===== config.mk =====
export PLATFORM = sky130hd
export DESIGN_NAME = multicycle_adder
export DESIGN_NICKNAME = d
export VERILOG_FILES = /design/src/rtl/adder_pkg.sv /design/src/rtl/ripple_chunk.sv /design/src/rtl/multicycle_adder.sv
export SDC_FILE = /design/constraint.sdc
export NUM_CORES = 1
export LEC_CHECK = 0
export ABC_AREA = 1
export CAP_MARGIN = 20
export CORE_MARGIN = 3
export CORE_UTILIZATION = 30
export CTS_CLUSTER_SIZE = 24
export DETAILED_ROUTE_END_ITERATION = 12
export GPL_ROUTABILITY_DRIVEN = 0
export PLACE_DENSITY = 0.56
export SLEW_MARGIN = 40
export SYNTH_ARGS = -nofsm -noshare
export SYNTH_HDL_FRONTEND = slang
export SYNTH_SLANG_ARGS = --single-unit

===== constraint.sdc =====
create_clock -name clk -period 5.6 [get_ports clk]
set_input_delay 0.84 -clock clk [delete_from_list [all_inputs] [get_ports clk]]
set_output_delay 0.84 -clock clk [all_outputs]
set_load 0.02 [all_outputs]

===== src/rtl/adder_pkg.sv =====
// Shared types and elaboration-time parameter checks for the multicycle adder.
package adder_pkg;

  typedef enum logic [1:0] {
    StIdle = 2'd0,
    StBusy = 2'd1,
    StDone = 2'd2
  } state_e;

  function automatic bit params_legal(int unsigned width, int unsigned chunk);
    return (chunk >= 1) && (width >= chunk) && ((width % chunk) == 0);
  endfunction

endpackage


===== src/rtl/ripple_chunk.sv =====
// Combinational CHUNK-bit ripple-carry adder; also exposes the carry into its MSB.
module ripple_chunk #(
  parameter int unsigned CHUNK = 8
) (
  input  logic [CHUNK-1:0] a_i,
  input  logic [CHUNK-1:0] b_i,
  input  logic             cin_i,
  output logic [CHUNK-1:0] s_o,
  output logic             cout_o,
  output logic             c_msb_o
);

  logic carry;

  always_comb begin
    carry   = cin_i;
    c_msb_o = 1'b0;
    s_o     = '0;
    for (int i = 0; i < int'(CHUNK); i++) begin
      if (i == int'(CHUNK) - 1) c_msb_o = carry;
      s_o[i] = a_i[i] ^ b_i[i] ^ carry;
      carry  = (a_i[i] & b_i[i]) | (carry & (a_i[i] ^ b_i[i]));
    end
    cout_o = carry;
  end

endmodule


===== src/rtl/multicycle_adder.sv =====
// Adder/subtractor that sums one CHUNK-bit slice per cycle, LSB slice first,
// with valid/ready handshakes on both operand and result sides.
module multicycle_adder
  import adder_pkg::*;
#(
  parameter int unsigned WIDTH = 32,
  parameter int unsigned CHUNK = 8
) (
  input  logic             clk,
  input  logic             reset_n,
  input  logic             in_valid,
  output logic             in_ready,
  input  logic [WIDTH-1:0] a,
  input  logic [WIDTH-1:0] b,
  input  logic             cin,
  input  logic             sub,
  output logic             out_valid,
  input  logic             out_ready,
  output logic [WIDTH-1:0] sum,
  output logic             cout,
  output logic             ovf,
  output logic             zero
);

  localparam int unsigned N    = WIDTH / CHUNK;
  localparam int unsigned IdxW = (N > 1) ? $clog2(N) : 1;

  if (!params_legal(WIDTH, CHUNK)) begin : g_bad_params
    $error("multicycle_adder: WIDTH must be a non-zero multiple of CHUNK");
  end

  state_e            state_q;
  logic [IdxW-1:0]   idx_q;
  logic [WIDTH-1:0]  a_q, b_q, sum_q, sum_upd;
  logic              carry_q, cout_q, ovf_q, zero_q, out_valid_q, in_ready_q;
  logic [CHUNK-1:0]  slice_s;
  logic              slice_cout, slice_c_msb, last_slice;

  ripple_chunk #(
    .CHUNK(CHUNK)
  ) u_ripple_chunk (
    .a_i    (a_q[idx_q*CHUNK +: CHUNK]),
    .b_i    (b_q[idx_q*CHUNK +: CHUNK]),
    .cin_i  (carry_q),
    .s_o    (slice_s),
    .cout_o (slice_cout),
    .c_msb_o(slice_c_msb)
  );

  assign last_slice = (idx_q == IdxW'(N - 1));

  // Sum register with the current slice merged in, so zero can be judged on the final value.
  always_comb begin
    sum_upd = sum_q;
    sum_upd[idx_q*CHUNK +: CHUNK] = slice_s;
  end

  always_ff @(posedge clk or negedge reset_n) begin
    if (!reset_n) begin
      state_q     <= StIdle;
      idx_q       <= '0;
      a_q         <= '0;
      b_q         <= '0;
      carry_q     <= 1'b0;
      sum_q       <= '0;
      cout_q      <= 1'b0;
      ovf_q       <= 1'b0;
      zero_q      <= 1'b0;
      out_valid_q <= 1'b0;
      in_ready_q  <= 1'b1;
    end else begin
      case (state_q)
        StIdle: begin
          if (in_valid && in_ready_q) begin
            a_q        <= a;
            b_q        <= b ^ {WIDTH{sub}};
            carry_q    <= sub | cin;
            idx_q      <= '0;
            in_ready_q <= 1'b0;
            state_q    <= StBusy;
          end
        end
        StBusy: begin
          sum_q   <= sum_upd;
          carry_q <= slice_cout;
          if (last_slice) begin
            cout_q      <= slice_cout;
            ovf_q       <= slice_c_msb ^ slice_cout;
            zero_q      <= (sum_upd == '0);
            out_valid_q <= 1'b1;
            state_q     <= StDone;
          end else begin
            idx_q <= idx_q + IdxW'(1);
          end
        end
        StDone: begin
          if (out_ready) begin
            out_valid_q <= 1'b0;
            in_ready_q  <= 1'b1;
            state_q     <= StIdle;
          end
        end
        default: begin
          out_valid_q <= 1'b0;
          in_ready_q  <= 1'b1;
          state_q     <= StIdle;
        end
      endcase
    end
  end

  assign in_ready  = in_ready_q;
  assign out_valid = out_valid_q;
  assign sum       = sum_q;
  assign cout      = cout_q;
  assign ovf       = ovf_q;
  assign zero      = zero_q;

endmodule


# Word level (Yosys, flattened, before mapping)
# Cells that the tools add are included.
# classes
eq_ne	7
order_cmp	0
n_reduce_logical	11
add_sub_neg	2
mul	0
mux	16
shift	4
div	0
bitwise_logic	45
# ops
op	count
32-bit by 6-bit indexed part select with 8-bit output	2
5-bit negator with 34-bit output	1
8-bit by 34-bit variable shift with 32-bit output, first input constant	1
8-bit by 34-bit indexed part select with 32-bit output	1
32-bit bitwise mux	1
32-bit zero test	1
32-bit XOR	1
1-bit XOR	17
1-bit bitwise AND	16
3-bit AND reduction	4
2-bit two-way mux	5
1-bit OR	9
2-bit != test, second input constant	4
1-bit case mux with 3 select lines	2
2-bit case mux with 3 select lines	1
2-bit AND reduction	3
1-bit two-way mux	5
2-bit equality test, second input constant	2
2-bit case mux with 2 select lines	1
2-bit by 1-bit adder with 2-bit output, second input constant	1
2-bit by 1-bit equality test with 1-bit output, second input constant	1
2-bit zero test	1
1-bit NOT	2
1-bit case mux with 2 select lines	1
other kinds (2)	2
# word_totals
ramBits	0
ff_bits	106
mem_bits_ro	0
n_memories	0
elab_cells	96
latchBits	0
out_inout_bits	37

# Logic depth before layout (Yosys ltp)
# logic_depth
word_depth	20
mapped_depth	25

# Modules after synthesis
# A second synthesis with hierarchy kept.
# unflattened
cells_unflattened	737
area_unflattened_um2	5632.9
# by_module_without_submodules
module	n_inst	cells_each	area_each_um2
multicycle_adder	1	719	5435.2
ripple_chunk	1	18	197.7

# Least setup slack after synthesis
# OpenSTA, ideal clock, no wires.
# synth_path
path_type	reg-to-reg
startpoint	register idx_q[0]
endpoint	register zero_q (netlist: zero)
required_ns	5.535
setup_time_ns	0.065
period_less_slack_ns	4.955
slack_ns	0.645
arrival_time_ns	4.890
path_stages_with_launch	26
cell_sequence	dfrtp_1 -> buf_4 -> inv_2 -> clkbuf_1 -> nand2_1 -> a32o_1 -> fa_1 -> fa_1 -> fa_1 -> fa_1 -> fa_1 -> inv_1 -> fa_1 -> inv_1 -> fa_1 -> fa_1 -> nor2_1 -> nand2_1 -> nor2_1 -> nor2_1 -> nand2_1 -> nor2_1 -> nand2_1 -> nor2_1 -> nand3_1 -> nand2_1
# synth_between
elab_chain_cells	20
# synth_rtl
element	line	source
from (decl)	multicycle_adder.sv:33	logic [IdxW-1:0] idx_q;
from (signal assigned)	multicycle_adder.sv:93	idx_q <= idx_q + IdxW'(1);
32-bit by 6-bit indexed part select with 8-bit output (on tied branches)	multicycle_adder.sv:42, multicycle_adder.sv:43	
1-bit XOR	ripple_chunk.sv:21, ripple_chunk.sv:22	
1-bit bitwise AND	ripple_chunk.sv:22	carry = (a_i[i] & b_i[i]) | (carry & (a_i[i] ^ b_i[i]));
1-bit OR	ripple_chunk.sv:22	
1-bit bitwise AND	ripple_chunk.sv:22	
1-bit OR	ripple_chunk.sv:22	
1-bit bitwise AND	ripple_chunk.sv:22	
1-bit OR	ripple_chunk.sv:22	
[4 not listed]	-	
1-bit bitwise AND	ripple_chunk.sv:22	
1-bit OR	ripple_chunk.sv:22	
1-bit bitwise AND	ripple_chunk.sv:22	
1-bit OR	ripple_chunk.sv:22	
1-bit XOR	ripple_chunk.sv:21	s_o[i] = a_i[i] ^ b_i[i] ^ carry;
8-bit by 34-bit indexed part select with 32-bit output	multicycle_adder.sv:55	sum_upd[idx_q*CHUNK +: CHUNK] = slice_s;
32-bit bitwise mux	multicycle_adder.sv:55	
32-bit zero test	multicycle_adder.sv:89	zero_q <= (sum_upd == '0);
to (signal assigned)	multicycle_adder.sv:89	
to (decl)	multicycle_adder.sv:35	logic carry_q, cout_q, ovf_q, zero_q, out_valid_q, in_ready_q;
# Parallel ways exist; a longest one is shown, timed or not.
# A chain may end at the register's enable or synchronous reset.

# Worst setup path in the final report
# layout_path
startpoint	register idx_q[1]
endpoint	register zero_q (netlist: zero)
# The elaborated chain is that of the path after synthesis.

==> results.sh <==
export IMPL_grt_max_degree=97
export IMPL_clock_root_buffer="clkbuf_16"
export IMPL_required_ns=5.89
export IMPL_antenna_found_initial=0
export IMPL_rows=48
export IMPL_min_period_ns=5.16
export IMPL_slew_viol_final=0
export IMPL_cp_common_cell="fa_1"
export IMPL_post_dp_cell_area_sq_um=6740
export IMPL_status="completed"
export IMPL_yosys_area_top_type_share=0.477
export IMPL_initial_utilization=0.312
export IMPL_hold_end="in_ready"
export IMPL_antenna_cells=0
export IMPL_viasPerCell=4.57
export IMPL_crit_chain="clkinvlp_4, a32o_1, fa_1, fa_1, fa_1, fa_1, fa_1, inv_1, fa_1, inv_1, fa_1, fa_1, nor2_1, nand2_1, nor2_1, nor2_1, nand2_1, nor2_1, nand2_1, nor2_1, nand3_1, nand2_1"
export IMPL_cpLargestDelayFamily="adder cells"
export IMPL_clk_latency_ns=0.35
export IMPL_min_path_cells=2
export IMPL_rsz0062_at_grt="false"
export IMPL_cts_hold_buf=0
export IMPL_setup_viol=0
export IMPL_synth_warnings=0
export IMPL_critPathBufInv=3
export IMPL_ir_worst_vdd_mv=0.293
export IMPL_core_area_sq_um=17700
export IMPL_ys_types=28
export IMPL_nFillCells=1824
export IMPL_dp_cells=988
export IMPL_reg2reg_from="idx_q[1]"
export IMPL_clk_pin_slew_worst_paths_ns=0.07
export IMPL_multi_input_area_sq_um=2540
export IMPL_fin_cells=1003
export IMPL_dr_total_vias=4588
export IMPL_grt_usage=0.152
export IMPL_worstMarginPinSlew_ns=0.594
export IMPL_crit_path_start_kind="flop"
export IMPL_synthTopCellsByArea="dfrtp_1, nand2_1, o21ai_0, xnor2_1, nor2_1"
export IMPL_skew_ns=0.0112
export IMPL_synth_seq_area_share=0.482
export IMPL_path_max_fanout=20
export IMPL_clockBufferDepth=2
export IMPL_drt_total_wl_mm=14.6
export IMPL_finalPower_w=0.00416
export IMPL_p_per_area_nw_per_um2=591
export IMPL_first_global_vias=4462
export IMPL_finalCritPeriodShare=0.922
export IMPL_reg2reg_depth=22
export IMPL_r2r_end="zero"
export IMPL_port_buffers=106
export IMPL_hold_violations=0
export IMPL_yosys_area_top_type="dfrtp_1"
export IMPL_slowest_delay_ns=0.53
export IMPL_wl_per_cell_um=14.5
export IMPL_cts_setup_buffers=0
export IMPL_num_nets_final=858
export IMPL_min_path_type="flop to flop"
export IMPL_ios=107
export IMPL_dr_pass1_iters=5
export IMPL_ff_latch_area_sq_um=2650
export IMPL_critPathKind="flop to flop"
export IMPL_relSlewSlack=0.604
export IMPL_dpl_hpwl_mm=10.8
export IMPL_die_w_um=141
export IMPL_postSynthCellCount=685
export IMPL_p_leak_nw=3.16
export IMPL_cts_made_buffers=9
export IMPL_min_from="in_ready"
export IMPL_drtAntennaViolNets=0
export IMPL_setup_tns_ns=0
export IMPL_clock_sinks=106
export IMPL_drc=0
export IMPL_drive_above_1_share=0.0437
export IMPL_ff2ff_setup_slack_ns=0.44
export IMPL_syn_area_sq_um=5510
export IMPL_ys_seq_elements=106
export IMPL_final_cell_area_sq_um=7040
export IMPL_grt_pass1_wl_mm=24.0
export IMPL_grt_overflow_total=0
export IMPL_drt_iter0_markers=338
export IMPL_hold_slack_ns=0.484
export IMPL_timing_fmax_mhz=194
export IMPL_cts_resized=0
export IMPL_cp_end_kind="flop"
export IMPL_cts_tree="built"
export IMPL_critPathSlowestCell="fa_1"
export IMPL_syn_area_per_cell_sq_um=8.04
export IMPL_area_growth_syn_to_layout_pct=27.7
export IMPL_htreeDepth=3
export IMPL_timing_max_cap_violations=0
export IMPL_syn_nets=769
export IMPL_die_area_sq_um=20000
export IMPL_die_y_um=141
export IMPL_worstPathArrival_ns=5.46
[registers in the layout, indices dropped and copies added, names as in the netlist]
signal,count
a_q,32
idx_q,2
b_q,32
carry_q,1
state_q,2
zero,1
sum,32
out_valid,1
ovf,1
in_ready,1
cout,1
[layout by cell type, fill, tap and decap left out, types with 10 or more instances in the layout]
master	synthesis	final
clkdlybuf4s50_1	0	104
nor2_1	50	50
a21oi_1	16	16
nand3_1	13	13
o22ai_1	10	10
nand2_1	267	266
xnor2_1	33	33
a32o_1	14	14
dfrtp_1	105	105
o21ai_0	65	65
inv_1	35	33
[layer usage]
metal	part of all wire	up-vias	track usage
li1	-	2372	-
met1	0.48	2069	0.224
met2	0.45	136	0.227
met3	0.057	11	0.0388
met4	0.0091	0	0.0308
met5	0	-	0
[cells by family (layout without fill, tap and decap cells)]
kind of cell | count (synthesis) | after routing | synth area share
adders and majority gates | 14 | 14 | 0.0427
and+or+nand+nor | 338 | 338 | 0.239
AOI/OAI and AO/OA | 119 | 119 | 0.127
DFF | 106 | 106 | 0.482
buffers and inverters | 75 | 168 | 0.0568
xor gates and xnor gates | 33 | 33 | 0.0525
[synth_stat cells]
cell type,instances
nand2_1,267
dfrtp_1,105
o21ai_0,65
nor2_1,50
inv_1,35
xnor2_1,33
buf_2,19
a21oi_1,16
a32o_1,14
clkbuf_1,14
nand3_1,13
o22ai_1,10
a31oi_1,9
fa_1,8
ha_1,6
nand3b_1,4
inv_2,3
buf_4,2
nand3_2,2
o21a_1,2
a22oi_1,1
buf_1,1
clkinv_1,1
dfstp_2,1
nand2_2,1
nor2_2,1
o21ai_1,1
o31ai_1,1
[report_power, final]
group          internal [W]  switching, W  total (W)
Combinational      0.000874       0.00132    0.00219
Sequential          0.00110      0.000248    0.00135
Clock              0.000337      0.000279   0.000616
[layout make-up]
type	instances	area share
clock buffers	14	0.0389
clock inverters	1	0.00124
inverters	39	0.0213
multi-input cells	504	0.362
flip-flops and latches	106	0.377
well taps	225	0.0400
repair buffers	114	0.160
[worst reg2reg max path, delay by kind of cell (launching register included)]
kind / cells / cell delay [ns]
AO/OA/AOI/OAI: 1 / 0.39
adder cells (fa/ha/maj): 8 / 3.07
buffers and inverters: 3 / 0.48
flip-flops: 1 / 0.48
AND/OR/NAND/NOR: 10 / 0.69
[per-stage QoR]
step	setup WS [ns]	utilization
global route	0.00703	0.398
detailed placement	0.468	0.382
finish	0.436	0.398
CTS	0.425	0.398
floorplan	0.645	-
global placement	0.537	0.382
[how the worst max path moves through the flow]
stage / start / end / cells after the start
floorplan: idx_q[0] / zero / 25
global placement: idx_q[1] / zero / 23
detailed placement: idx_q[1] / zero / 23
CTS: idx_q[1] / zero / 23
global route: idx_q[1] / zero / 22
finish: idx_q[1] / zero / 22
Power figures use the tool's default switching activity.
